### config.mk
export PLATFORM = sky130hd
export DESIGN_NAME = wb_unit
export DESIGN_NICKNAME = d
export VERILOG_FILES = /design/src/rtl/wb_unit.sv
export SDC_FILE = /design/constraint.sdc
export NUM_CORES = 1
export LEC_CHECK = 0
export ABC_CLOCK_PERIOD_IN_PS = 3280
export CORE_UTILIZATION = 45
export CTS_BUF_LIST = sky130_fd_sc_hd__clkbuf_4
export CTS_CLUSTER_SIZE = 14
export DETAILED_ROUTE_END_ITERATION = 10
export GPL_ROUTABILITY_DRIVEN = 1
export MAX_ROUTING_LAYER = met4
export PLACE_DENSITY = 0.74
export REMOVE_ABC_BUFFERS = 1
export SYNTH_ARGS = -nofsm -noshare
export SYNTH_HDL_FRONTEND = slang
export SYNTH_SLANG_ARGS = --single-unit
### constraint.sdc
create_clock -name clk_i -period 3.28 [get_ports clk_i]
set_input_delay 0.492 -clock clk_i [delete_from_list [all_inputs] [get_ports clk_i]]
set_output_delay 0.492 -clock clk_i [all_outputs]
set_load 0.1 [all_outputs]
### src/rtl/wb_unit.sv
// -----------------------------------------------------------------------------
// wb_unit -- writeback unit for the nano_rv32i core
//
// Purpose:
//   Sole write-side master of the register file. Each cycle it picks at most
//   one result for the single register-file write port:
//     1. an ALU result (it cannot be stalled, so it always wins),
//     2. otherwise the oldest buffered load result (FIFO head),
//     3. otherwise a load accepted this very cycle, which bypasses the FIFO.
//   Load results that are accepted but lose arbitration are held in a
//   2-entry FIFO and drained in acceptance order. A per-register pending
//   mask of the buffered loads is exported for the hazard unit.
//
// Optional feature:
//   WB_LOAD_EXT_EN -- when defined, raw load words are byte/half extracted
//   and sign/zero extended (LB/LH/LBU/LHU) before being written or stored.
//   When undefined, lsu_data_i is passed through untouched and
//   lsu_funct3_i / lsu_addr_lo_i are ignored.
//
// Parameters:
//   DEPTH            load FIFO depth (only 2 is supported)
//
// Ports:
//   clk_i            clock, rising edge
//   rst_n_i          asynchronous active-low reset
//   alu_valid_i      ALU result valid this cycle
//   alu_rd_i         ALU destination register
//   alu_data_i       ALU result
//   lsu_valid_i      load result offered
//   lsu_ready_o      a load result can be accepted (count < 2)
//   lsu_rd_i         load destination register
//   lsu_data_i       raw aligned memory word
//   lsu_funct3_i     RV32I load funct3
//   lsu_addr_lo_i    byte address bits [1:0]
//   reg_write_o      register file write enable (registered)
//   rd_o             register file destination (registered)
//   write_data_o     register file write data (registered)
//   lsu_pend_mask_o  bit n set while a load to xn is held in the FIFO
//   fifo_count_o     FIFO occupancy 0..2
// -----------------------------------------------------------------------------
module wb_unit #(
    parameter int DEPTH = 2
) (
    input  logic        clk_i,
    input  logic        rst_n_i,
    input  logic        alu_valid_i,
    input  logic [4:0]  alu_rd_i,
    input  logic [31:0] alu_data_i,
    input  logic        lsu_valid_i,
    output logic        lsu_ready_o,
    input  logic [4:0]  lsu_rd_i,
    input  logic [31:0] lsu_data_i,
    input  logic [2:0]  lsu_funct3_i,
    input  logic [1:0]  lsu_addr_lo_i,
    output logic        reg_write_o,
    output logic [4:0]  rd_o,
    output logic [31:0] write_data_o,
    output logic [31:0] lsu_pend_mask_o,
    output logic [1:0]  fifo_count_o
);

    localparam logic [1:0] FULL_COUNT = 2'(DEPTH);

`ifdef WB_LOAD_EXT_EN
    // Extract the addressed byte/half from the aligned word and extend it.
    function automatic logic [31:0] load_extend(
        input logic [31:0] word,
        input logic [2:0]  funct3,
        input logic [1:0]  addr_lo
    );
        logic signed [7:0]  byte_val;
        logic signed [15:0] half_val;
        logic [31:0]        res;
        case (addr_lo)
            2'd0:    byte_val = word[7:0];
            2'd1:    byte_val = word[15:8];
            2'd2:    byte_val = word[23:16];
            default: byte_val = word[31:24];
        endcase
        half_val = addr_lo[1] ? word[31:16] : word[15:0];
        case (funct3)
            3'b000:  res = {{24{byte_val[7]}}, byte_val};   // LB
            3'b001:  res = {{16{half_val[15]}}, half_val};  // LH
            3'b100:  res = {24'd0, byte_val};                // LBU
            3'b101:  res = {16'd0, half_val};                // LHU
            default: res = word;                             // LW and reserved
        endcase
        return res;
    endfunction
`endif

    // FIFO control state
    logic [1:0]  count;
    logic        head;
    logic        tail;
    logic [1:0]  ent_vld;

    // FIFO payload (captured on push, never reset)
    logic [4:0]  ent_rd   [2];
    logic [31:0] ent_data [2];

    // Registered write port and pending mask
    logic        reg_write_p1;
    logic [4:0]  rd_p1;
    logic [31:0] wdata_p1;
    logic [31:0] pend_mask_p1;

    // Combinational next-state signals
    logic        ready;
    logic        accept;
    logic        pop;
    logic        bypass;
    logic        push;
    logic [31:0] load_data;
    logic        sel_vld_p0;
    logic [4:0]  sel_rd_p0;
    logic [31:0] sel_data_p0;
    logic [1:0]  count_n;
    logic [1:0]  ent_vld_n;
    logic [4:0]  ent_rd_n [2];
    logic [31:0] pend_mask_n;

`ifdef WB_LOAD_EXT_EN
    assign load_data = load_extend(lsu_data_i, lsu_funct3_i, lsu_addr_lo_i);
`else
    logic unused_load_ctrl;
    assign unused_load_ctrl = ^{lsu_funct3_i, lsu_addr_lo_i};
    assign load_data        = lsu_data_i;
`endif

    // ---- stage 0: arbitration and FIFO next state ----
    assign ready  = (count < FULL_COUNT);
    assign accept = lsu_valid_i && ready;
    assign pop    = !alu_valid_i && (count != 2'd0);
    assign bypass = !alu_valid_i && (count == 2'd0) && accept;
    assign push   = accept && !bypass;

    always_comb begin
        sel_vld_p0  = 1'b0;
        sel_rd_p0   = 5'd0;
        sel_data_p0 = 32'd0;
        if (alu_valid_i) begin
            sel_vld_p0  = 1'b1;
            sel_rd_p0   = alu_rd_i;
            sel_data_p0 = alu_data_i;
        end else if (pop) begin
            sel_vld_p0  = 1'b1;
            sel_rd_p0   = ent_rd[head];
            sel_data_p0 = ent_data[head];
        end else if (bypass) begin
            sel_vld_p0  = 1'b1;
            sel_rd_p0   = lsu_rd_i;
            sel_data_p0 = load_data;
        end
    end

    // At count 1 a push and a pop touch different slots, so the order of the
    // two updates below does not matter.
    always_comb begin
        ent_vld_n   = ent_vld;
        ent_rd_n[0] = ent_rd[0];
        ent_rd_n[1] = ent_rd[1];
        if (pop) begin
            ent_vld_n[head] = 1'b0;
        end
        if (push) begin
            ent_vld_n[tail] = 1'b1;
            ent_rd_n[tail]  = lsu_rd_i;
        end
    end

    // Duplicate rd values simply OR together, so a bit stays set as long as
    // any valid entry still targets that register.
    always_comb begin
        pend_mask_n = 32'd0;
        for (int i = 0; i < 2; i++) begin
            if (ent_vld_n[i] && (ent_rd_n[i] != 5'd0)) begin
                pend_mask_n[ent_rd_n[i]] = 1'b1;
            end
        end
    end

    assign count_n = count + {1'b0, push} - {1'b0, pop};

    // ---- stage 1: registered control, write port and mask ----
    always_ff @(posedge clk_i or negedge rst_n_i) begin
        if (!rst_n_i) begin
            count        <= 2'd0;
            head         <= 1'b0;
            tail         <= 1'b0;
            ent_vld      <= 2'b00;
            pend_mask_p1 <= 32'd0;
            reg_write_p1 <= 1'b0;
            rd_p1        <= 5'd0;
            wdata_p1     <= 32'd0;
        end else begin
            count        <= count_n;
            ent_vld      <= ent_vld_n;
            pend_mask_p1 <= pend_mask_n;
            if (pop) begin
                head <= ~head;
            end
            if (push) begin
                tail <= ~tail;
            end
            // x0 targets are consumed and shown on rd/data but never written.
            reg_write_p1 <= sel_vld_p0 && (sel_rd_p0 != 5'd0);
            if (sel_vld_p0) begin
                rd_p1    <= sel_rd_p0;
                wdata_p1 <= sel_data_p0;
            end
        end
    end

    always_ff @(posedge clk_i) begin
        if (push) begin
            ent_rd[tail]   <= lsu_rd_i;
            ent_data[tail] <= load_data;
        end
    end

    assign lsu_ready_o     = ready;
    assign reg_write_o     = reg_write_p1;
    assign rd_o            = rd_p1;
    assign write_data_o    = wdata_p1;
    assign lsu_pend_mask_o = pend_mask_p1;
    assign fifo_count_o    = count;

endmodule
==> results, run 1 <==
- The flow ran to the end, and the final reports show no timing, DRC or antenna violations.
- The timing startpoint of the critical path is write_data_o[2].
- The cell family contributing the most delay on the critical path is buffers and inverters.
- The shortest period the worst path allows is 2.61 ns.
- After clock tree synthesis, the setup repair step added 0 buffers.
- The library cell used most frequently in the layout, excluding fill and tap cells, is clkdlybuf4s50_1.
- The slowest cell on the critical path is clkdlybuf4s50_1.
- Clock-pin slew was measured on the worst setup and hold paths at 0.12 ns.
- The number of synthesis warnings is 0.
- In this run the number of cells on the critical path is 1.
- The design area is 0.00827 mm^2.
- The sequential element share of the synthesized area is 0.643.
- Of the total power, the clock network draws 0.197.
- The depth of the most critical reg-to-reg path is 4.
- The area added between synthesis and finish is 29.0%.
- Before antenna repair, the detailed router went through 5 iterations.
- For this design, the sink count on the clock tree is 150.
- The critical path is of the flip-flop to primary output type.
- The data required time of the critical path is 2.79 ns.
- Buffers placed on the I/O ports in this run total 150.
- The number of global-route vias before repair is 4662.
- In this run the standard cell core region covers 0.0139 mm^2.
- The worst setup path is launched from a flip-flop.
- For this configuration, the core starts out at a cell density of 0.462.
- The H-tree was split into 4 levels.
- The overall fraction of global-route tracks in use is 0.221.
- The standby leakage power is 0.00310 uW.
- The maximum number of buffers from clock root to sink is 2.
- The total congestion overflow is 0.
- Measured along the y axis, the die boundary spans 121 um.
- Of the cells placed in the final design, the portion with a size suffix greater than 1 is 0.129.
- The horizontal die dimension is 121 um.
- The first global-routing pass estimated 23600 um of wire.
- The highest clock frequency the design can meet is 384 MHz.
- In this run, synthesis produced a sequential element count of 150.
- Clock tree synthesis inserted a total of 17 buffers.
- The sum of internal, switching and leakage power is 7730 uW.
- In this run the worst setup path terminates at write_data_o[2].
- In the layout the commonest cells are 138 x clkdlybuf4s50_1, 76 x dfrtp_1, 74 x edfxtp_1.
- The count of different cell masters after synthesis is 51.
- The share of the cycle needed by the critical path after routing is 0.794.
- Setup repair after global routing left no endpoint under its margin.
- The total power divided by cell area is 934 mW/mm^2.
- Measured against its own limit, the worst slew margin works out to 0.251.
- Traced cell by cell, the critical path runs through clkdlybuf4s50_1.
- In this run the critical register-to-register path is launched from fifo_count_o[0].
- The setup slack on the worst flop-to-flop path is 1.03 ns.
- The hold buffer count at CTS is 0.
- The number of slew-limit violations in the final report is 0.
- The number of instances resized during post-cts repair is 0.
- The critical register-to-register path endpoint is write_data_o[3].
- Summed over all nets, the switching power comes to 3590 uW.
- The clock arrives with 0.0134 ns of skew.
- In the synthesized netlist the dominant register cell turns out to be dfrtp_1.
- The number of enable flip-flop cells after synthesis is 74.
- The number of failing hold endpoints at the final stage came to 0.
- The relative contribution of sequential cells to total power is 0.345.
- The first routing iteration left 410 violations.
- The tool flagged a number of max-cap violations equal to 0.
- The min-delay analysis places its worst path in the category primary input to asynchronous set/reset pin.
- The proportion of synthesized flip-flops having asynchronous set or reset is 0.507.
- The share of total power dissipated in combinational logic is 0.457.
- 156 I/O pins were placed.
- Setup total negative slack on the finished layout was measured at 0 ns.
- The cell row count is 43.
- Of all nets on the critical path, the largest fanout is 2.
- Dividing the detail-routed via count by the number of cells gives 5.70.
- The number of placed instances with taps included is 778.
- The delay contributed by the slowest stage of the critical path is 1.15 ns.
- Routability-driven placement finished with a final weighted congestion of 0.819.
- TritonCTS built the clock tree.
- The number of nets in the final layout is 702.
- The number of antenna violations at the first check in global routing is 0.
- The area enclosed by the die boundary is 0.0147 mm^2.
- The clock latency at the later pin of the worst-skew pair is 0.57 ns.
- The worst setup path is captured at a primary output.
- The synthesized instance count is 477.
- The count of nets left with antenna violations after detail routing is 0.
- After detailed routing, the number of remaining DRC violations is 0.
- The signal arrival time at the worst endpoint is 2.11 ns.
- The synthesized cell area is 0.00641 mm^2.
- The final route contains 4621 vias.
- The root buffer cell chosen for the clock tree is clkbuf_4.
- The number of non-filler instances in the completed layout is 810.
- The average cell area after synthesis is 13.4 um^2.
- The count of buffer and inverter cells on the critical path is 1.
- Dividing the detail-routed wire length by the instance count gives 18.8 um.
- The HPWL after detailed placement is 9840 um.
- Setup violations remaining at the end of the flow were counted as 0.
- Of the total power, the share spent switching nets is 0.465.
- After detailed routing, the total wire length is 15300 um.
- Across the VDD grid, the largest voltage drop is 702 uV.
- The largest net degree at the start of global routing is 77.
- Cell internal power was estimated by the tool at 4130 uW.
- The transition time of the tightest slew-check pin is 1.12 ns.
- The instance area after placement is 0.00788 mm^2.
- The number of antenna diodes in the final layout is 0.
[layer usage]
metal,GRT usage,vias to the layer above,routed length [um]
li1,-,2134,-
met1,0.257,2251,6200
met2,0.351,207,7380
met3,0.0775,29,1360
met4,0.0872,0,323
met5,-,-,0
[worst min path at each step]
stage	from	end	slack [ns]	cells past startpoint
detailed placement	rd_o[0]	rd_o[0]	0.49	2
CTS	rst_n_i	lsu_pend_mask_o[14]	0.08	1
floorplan	rst_n_i	ent_vld[0]	0.20	0
finish	rst_n_i	lsu_pend_mask_o[29]	0.07	1
global placement	rd_o[0]	rd_o[0]	0.47	2
global route	rst_n_i	lsu_pend_mask_o[19]	0.13	1
[cell families after synthesis]
group / after synthesis / share of synthesized area
AO/OA/AOI/OAI: 154 / 0.175
flip-flops: 150 / 0.643
AND/OR/NAND/NOR: 103 / 0.0847
buffers and inverters: 46 / 0.0548
multiplexers: 18 / 0.0340
XOR/XNOR: 3 / 0.00410
adder cells (fa/ha/maj): 2 / 0.00390
other: 1 / 0.000585
[power by group through the flow]
stage	clock (uW)	sequential (uW)	combinational, uW
floorplan	0	4390	850
CTS	1550	2670	3540
finish	1520	2670	3530
detailed placement	0	2710	3540
global route	1630	2720	3680
global placement	0	2690	3510
[cells in the mapped netlist (all sizes together), types with 4 or more instances]
library cell | n | area (um^2)
inv | 10 | 37.5
buf | 22 | 223
o22ai | 33 | 206
a22oi | 65 | 488
clkbuf | 13 | 58.8
dfrtp | 76 | 1900
a2bb2oi | 4 | 41.3
a31oi | 32 | 200
nor3 | 5 | 25.0
mux2i | 15 | 180
nor3b | 10 | 75.1
nand3b | 6 | 45.0
nor2 | 42 | 158
or3 | 4 | 26.3
edfxtp | 74 | 2220
nand2 | 16 | 60.1
nand2b | 4 | 32.5
o21ai | 5 | 25.0
[sequential cells by signal, indices dropped and copies added (netlist names)]
name / flops
head: 1
write_data_o: 32
rd_o: 5
fifo_count_o: 2
lsu_pend_mask_o: 32
ent_vld: 2
tail: 1
reg_write_o: 1
ent_rd: 10
ent_data: 64
[metrics by stage]
step                      utilization  setup WS (ns)  hold WS [ns]
after floorplan                     -          0.161         0.196
after global placement          0.567          0.615         0.470
after detailed placement        0.567          0.552         0.486
after CTS                       0.596          0.632        0.0821
after global routing            0.596          0.612         0.127
final                           0.596          0.675        0.0741
[layout make-up]
class / count / area [um^2]
clock inverters: 15 / 269
inverters: 10 / 37.5
fillers: 1112 / 5610
clock buffers: 17 / 128
multi-input cells: 281 / 1940
well taps: 180 / 225
flip-flops and latches: 150 / 4120
repair buffers: 157 / 1550
(Power assumes the default switching activity.)
==> run 2: changes to the inputs <==
- ABC_CLOCK_PERIOD_IN_PS: 3280 -> 2660
- clock period: 3.28 -> 2.66 ns (I/O delays scaled with it)
==> run 2 against run 1 <==
Count of clock-buffer cells in the layout is 3 higher. Sequential share of layout area is 0.93 points higher. Cell area is 1.8% lower. Utilization is 1.1 points lower.
==> results, run 2 (synthesis results as in run 1) <==
- The signal arrival time at the worst endpoint was 2.50 ns (+0.39 ns).
- The number of flip-flops in the largest register came to 64 (unchanged).
- The category of the worst setup path launch point is a flip-flop.
- The standby leakage power is 0.00320 uW (+3.5%).
- The worst vdd rail ir drop is 943 uV (+34%).
- Setup repair after global routing left no endpoint under its margin.
- The maximum fanout along the worst path is 10 (+8).
- The register name with the most flops is ent_data.
- The number of detailed-route iterations in the first pass is 5 (unchanged).
- The number of slew-limit violations in the final report came to 0 (unchanged).
- The remaining design rule violation count is 0 (unchanged).
- The half-perimeter wire length after placement is 10100 um (+2.8%).
- The via count was 4732 (+2.4%).
- The total of buffers placed on input and output ports was 150 (unchanged).
- Leaving out fill and tap cells, the most frequent cell in the layout is buf_4.
- The buffer type at the clock tree root is clkbuf_4.
- The area added between synthesis and finish is 26.7%.
- The final weighted congestion in routability-driven placement is 0.836 (+2.1%).
- The number of antenna violations at the first check in global routing is 1 (+1).
- The fill cell instance count of the final layout came to 1158 (+4.1%).
- The area enclosed by the die boundary is 0.0147 mm^2 (unchanged).
- The relative contribution of sequential cells to total power is 0.360 (+0.015).
- The TritonCTS clock tree is done.
- The die span in y is 121 um (unchanged).
- The critical setup path kind is flip-flop to flip-flop.
- The per-cell via count in the routed design is 5.76 (+0.91%).
- The net switching power figure is 4430 uW (+23%).
- The hold buffer count at CTS was 0 (unchanged).
- The clock latency at the later pin of the worst-skew pair came to 0.55 ns (-0.02 ns).
- The maximum number of buffers from clock root to sink is 2 (unchanged).
- The share of the core filled with cells in the final layout is 0.585 (-0.0109).
- The sum of internal, switching and leakage power is 9140 uW (+18%).
- The overall fraction of global-route tracks in use came to 0.224 (+0.00230).
- The flow ran to the end, and the final reports show no timing, DRC or antenna violations.
- The setup slack of the critical path after layout is 0.557 ns (-0.117 ns).
- The clock tree skew after final layout came to 0.0236 ns (+0.0102 ns).
- Of the available clock period, the critical path in the final layout requires 0.790.
- The first-pass GRT wire length came to 24100 um (+2.1%).
- The total routed wirelength is 15600 um (+2.5%).
- The post-detailed-route wirelength per cell is 19.0 um (+1.1%).
- The switching share of power is 0.485 (+0.0195).
- The fraction of power consumed by combinational cells came to 0.477 (+0.020).
- The count of nets left with antenna violations after detail routing was 0 (unchanged).
- The total congestion overflow came to 0 (unchanged).
- The number of H-tree levels was 4 (unchanged).
- The path class of the tightest hold or removal check is primary input to asynchronous set/reset pin.
- Based on the critical path, the design can be clocked at up to 476 MHz.
- The max-slew headroom at the worst pin came to 0.345 (+0.0941).
- The core box area is 0.0139 mm^2 (unchanged).
- The initial core utilization is 0.462 (unchanged).
- In the layout the commonest cells are 89 x buf_4, 76 x dfrtp_1, 76 x clkdlybuf4s50_1.
- The worst setup path is captured at a flip-flop.
- The timing startpoint of the critical path is fifo_count_o[1].
- The cell row count was 43 (unchanged).
- The number of failing hold endpoints at the final stage came to 0 (unchanged).
- The number of global-route vias before repair is 4700 (+0.82%).
- The horizontal die dimension is 121 um (unchanged).
- The startpoint identified for the worst register-to-register timing path is fifo_count_o[1].
- The shortest period the worst path allows is 2.10 ns.
- The proportion of layout cells with a drive suffix above 1 is 0.240 (+0.112).
- The post-place setup slack was 0.281 ns (-0.272 ns).
- The data required time of the critical path is 3.06 ns (+0.27 ns).
- The number of violations reported at the end of detailed-routing iteration 0 came to 302 (-26%).
- The number of placed instances with taps included came to 789 (+1.4%).
- The number of setup violations in the final report was 0 (unchanged).
- The I/O pin count was 156 (unchanged).
- The total power divided by cell area is 1130 mW/mm^2 (+20%).
- The number of non-filler instances in the completed layout is 822 (+1.5%).
- The clock power share is 0.163 (-0.034).
- The number of instances resized during post-cts repair is 0 (unchanged).
- The largest net degree at the start of global routing came to 77 (unchanged).
- The number of max-capacitance violations reported is 0 (unchanged).
- The internal power contribution is 4710 uW (+14%).
- The transition time of the tightest slew-check pin is 0.982 ns (-0.141 ns).
- The number of nets in the final layout is 713 (+1.6%).
- The number of setup buffers added after CTS is 0 (unchanged).
- The clock net sink count came to 150 (unchanged).
- The number of buffers created by CTS is 17 (unchanged).
- The CTS clock-pin slew for the worst setup and hold paths was 0.13 ns (about the same).
==> run 2: final timing paths <==
path                       slack, ns  cells past startpoint                   to
hold / removal                  0.01                      1  lsu_pend_mask_o[14]
min in group clk_i              0.45                      1      ent_data[1][18]
max in group asynchronous       2.02                      1      write_data_o[0]
setup reg to reg                0.56                      5  lsu_pend_mask_o[21]
hold reg to reg                 0.51                      2              rd_o[3]
setup / recovery                0.56                      5  lsu_pend_mask_o[21]
==> run 2: power groups by stage <==
| stage | Combinational (uW) | Sequential (uW) | Clock, uW |
|---|---|---|---|
| floorplan | 1050 | 5410 | 0 |
| global placement | 4320 | 3310 | 0 |
| detailed placement | 4370 | 3340 | 0 |
| CTS | 4370 | 3290 | 1530 |
| global route | 4530 | 3350 | 1620 |
| finish | 4360 | 3290 | 1490 |
==> run 2: layout make-up <==
cell class | count | area [um^2] | area share
Sequential cell | 150 | 4120 | 0.508
Multi-Input combinational cell | 281 | 1940 | 0.239
Timing Repair Buffer | 168 | 1490 | 0.183
Tap cell | 180 | 225 | 0.0277
Clock inverter | 12 | 153 | 0.0188
Clock buffer | 20 | 150 | 0.0185
Inverter | 10 | 37.5 | 0.00462
Antenna cell | 1 | 2.50 | 0.000308
==> run 2: layer usage <==
layer  vias to the layer above  routed length, um  track usage  share of wire
met2                       206               7580        0.351           0.48
met3                        31               1400       0.0761          0.089
met1                      2330               6340        0.265           0.40
met5                         -                  0            -              0
met4                         0                329       0.0849          0.021
li1                       2165                  -            -              -
==> run 2: metrics by stage <==
step | cell area (um^2) | hold WS (ns) | setup TNS [ns]
5_1_grt | 8120 | 0.0606 | 0
3_5_place_dp | 7820 | 0.489 | 0
4_1_cts | 8120 | 0.0140 | 0
2_1_floorplan | 6100 | 0.103 | -41.69
3_3_place_gp | 7820 | 0.472 | 0
6_report | 8120 | 0.0139 | 0
==> run 2: worst max-delay path, stage by stage (launching register included) <==
cell and delay, ns:
dfrtp_1 0.51, nand2b_4 0.23, or3_1 0.49, buf_4 0.24, a21oi_1 0.32, o22ai_1 0.15
==> run 3: changes to the inputs <==
- ABC_CLOCK_PERIOD_IN_PS: 2660 -> 1800
- PLACE_DENSITY: 0.74 -> 0.77
- clock period: 2.66 -> 1.8 ns (I/O delays scaled with it)
==> run 3 against run 2 <==
First-iteration DRC count up 14%. Worst hold slack better by 0.17 ns. Flip-flop and latch count unchanged. Critical path type unchanged. Power up 55%. Critical path depth unchanged. Clock skew down 0.0041 ns. Die area unchanged. Count of clock-buffer cells in the layout down 2. Via count up 3.3%. Sequential share of layout area down 2.9 points. Critical endpoint is now lsu_pend_mask_o[24].
==> results, run 3 (synthesis results as in run 1) <==
- The clock tree skew after final layout came to 0.0195 ns (-0.00414 ns).
- STA classifies the critical path startpoint as a flip-flop.
- The number of antenna repair diodes is 0 (-1).
- The critical setup path kind is flip-flop to flip-flop.
- The share of the cycle needed by the critical path after routing came to 0.993 (+0.203).
- The core box area is 0.0139 mm^2 (unchanged).
- The post-place setup slack is -0.363 ns (-0.643 ns).
- The post-detailed-route wirelength per cell is 19.3 um (+1.5%).
- The number of setup violations in the final report is 0 (unchanged).
- The class of the tightest hold or removal check is primary input to asynchronous set/reset pin.
- The overall fraction of global-route tracks in use was 0.232 (+0.00883).
- The I/O pin count is 156 (unchanged).
- The highest clock frequency the design can meet came to 559 MHz (+18%).
- The design area is 0.00861 mm^2 (+6.0%).
- The run finished with clean final reports.
- The max-slew headroom at the worst pin was 0.657 (+0.311).
- In the layout the commonest cells are 98 x buf_4, 76 x clkdlybuf4s50_1, 75 x dfrtp_1.
- The area enclosed by the die boundary is 0.0147 mm^2 (unchanged).
- The worst vdd rail ir drop came to 1200 uV (+27%).
- The tree is rooted in a clkbuf_4.
- Setup repair after global routing could not meet its margin everywhere.
- The maximum number of buffers from clock root to sink is 2 (unchanged).
- The number of buffers created by CTS came to 17 (unchanged).
- The horizontal die dimension was 121 um (unchanged).
- The slowest cell on the critical path is dfrtp_1.
- The final weighted congestion in routability-driven placement is 0.876 (+4.8%).
- The remaining design rule violation count came to 0 (unchanged).
- The TritonCTS clock tree is done.
- The number of failing hold endpoints at the final stage was 0 (unchanged).
- The library cell used most frequently in the layout, excluding fill and tap cells, is buf_4.
- The number of global-route vias before repair is 4922 (+4.7%).
- STA classifies the critical path endpoint as a flip-flop.
- The instance area after placement came to 0.00818 mm^2 (+4.7%).
- The CTS clock-pin slew for the worst setup and hold paths is 0.13 ns (about the same).
- Traced cell by cell, the critical path runs through nand2b_4, or3_4, buf_12, o22a_2, o22ai_1.
- The delay contributed by the slowest stage of the critical path is 0.43 ns (-0.08 ns).
- The via count is 4888 (+3.3%).
- The count of buffer and inverter cells on the critical path is 1 (unchanged).
- The transition time of the tightest slew-check pin is 0.510 ns (-0.472 ns).
- The signal arrival time at the worst endpoint is 2.25 ns (-0.25 ns).
- The setup slack of the critical path after layout came to 0.0120 ns (-0.545 ns).
- The cell row count was 43 (unchanged).
- The number of antenna violations at the first check in global routing came to 0 (-1).
- The per-cell via count in the routed design was 5.76 (+0.13%).
- The number of slew-limit violations in the final report was 0 (unchanged).
- The standby leakage power is 0.00341 uW (+6.3%).
- The data required time of the critical path is 2.26 ns (-0.80 ns).
- The proportion of layout cells with a drive suffix above 1 is 0.277 (+0.0367).
- The half-perimeter wire length after placement was 10900 um (+7.7%).
- The number of detailed-route iterations in the first pass came to 5 (unchanged).
- The cell family contributing the most delay on the critical path is simple AND/OR/NAND/NOR gates.
- The count of nets left with antenna violations after detail routing is 0 (unchanged).
- The number of violations reported at the end of detailed-routing iteration 0 was 345 (+14%).
- The total congestion overflow was 0 (unchanged).
- The clock net sink count is 150 (unchanged).
- The number of H-tree levels is 4 (unchanged).
- The total routed wirelength is 16400 um (+4.7%).
- The first-pass GRT wire length came to 25100 um (+4.2%).
- The shortest period the worst path allows came to 1.79 ns (-0.315 ns).
- The die span in y came to 121 um (unchanged).
- The number of flip-flops in the largest register is 64 (unchanged).
- The number of max-capacitance violations reported is 0 (unchanged).
- The total of buffers placed on input and output ports was 150 (unchanged).
- The maximum fanout along the worst path is 13 (+3).
- The number of nets in the final layout is 740 (+3.8%).
- From synthesis to final layout, the design area changed by 34.3%.
- The clock latency at the later pin of the worst-skew pair is 0.55 ns (about the same).
- ent_data holds more flip-flops than any other register.
- The total power divided by cell area came to 1640 mW/mm^2 (+46%).
- The fill cell instance count of the final layout came to 1080 (-6.7%).
- The largest net degree at the start of global routing came to 65 (-16%).
- The initial core utilization came to 0.462 (unchanged).
[run 3: worst reg2reg max path: stages (launching register included)]
cell      delay [ns]
dfrtp_1         0.43
nand2b_4        0.17
or3_4           0.40
buf_12          0.17
o22a_2          0.32
o22ai_1         0.21
[run 3: routing by layer]
| metal | vias to the layer above | wire length (um) | track usage |
|---|---|---|---|
| li1 | 2213 | - | - |
| met1 | 2441 | 6730 | 0.276 |
| met2 | 210 | 8100 | 0.370 |
| met3 | 24 | 1310 | 0.0771 |
| met4 | 0 | 245 | 0.0826 |
| met5 | - | 0 | - |
[run 3: final cells by class]
cell class / count / area, um^2 / area share
Timing Repair Buffer: 195 / 1900 / 0.221
Sequential cell: 150 / 4130 / 0.479
Inverter: 10 / 37.5 / 0.00436
Multi-Input combinational cell: 281 / 2020 / 0.235
Clock buffer: 18 / 135 / 0.0157
Tap cell: 180 / 225 / 0.0262
Clock inverter: 14 / 159 / 0.0185
[run 3: power breakdown]
| part | total, uW | switching [uW] | leakage (uW) | internal (uW) |
|---|---|---|---|---|
| logic | 7070 | 5020 | 0.00162 | 2060 |
| clock network | 2170 | 1210 | 0.000149 | 964 |
| registers | 4890 | 504 | 0.00164 | 4390 |
[run 3: path summary, 6_finish.rpt]
path	from	to	slack (ns)	cells after the start
max	fifo_count_o[1]	lsu_pend_mask_o[24]	0.01	5
min	rst_n_i	lsu_pend_mask_o[14]	0.18	2
max reg2reg	fifo_count_o[1]	lsu_pend_mask_o[24]	0.01	5
min reg2reg	rd_o[3]	rd_o[3]	0.54	2
max in group asynchronous	rst_n_i	rd_o[4]	1.03	3
min in group clk_i	lsu_data_i[24]	ent_data[1][24]	0.33	1
[run 3: timing repair]
item,in CTS,in global routing
cloned,0,1
endpoints found under the hold margin,60,0
pin swaps,0,2
resized for setup,1,14
setup endpoints to repair,26,52
hold buffers,1,0
buffers inserted,1,0
[run 3: through the flow]
step	instances	hold slack [ns]	utilization	TNS [ns]	total power, uW
6_report	848	0.185	0.620	0	14100
5_1_grt	848	0.164	0.620	-0.187	14700
4_1_cts	847	0.147	0.612	0	14100
3_5_place_dp	813	0.229	0.590	-37.27	11900
3_3_place_gp	813	0.226	0.590	-34.16	11800
2_1_floorplan	441	-0.0256	-	-158.72	9550
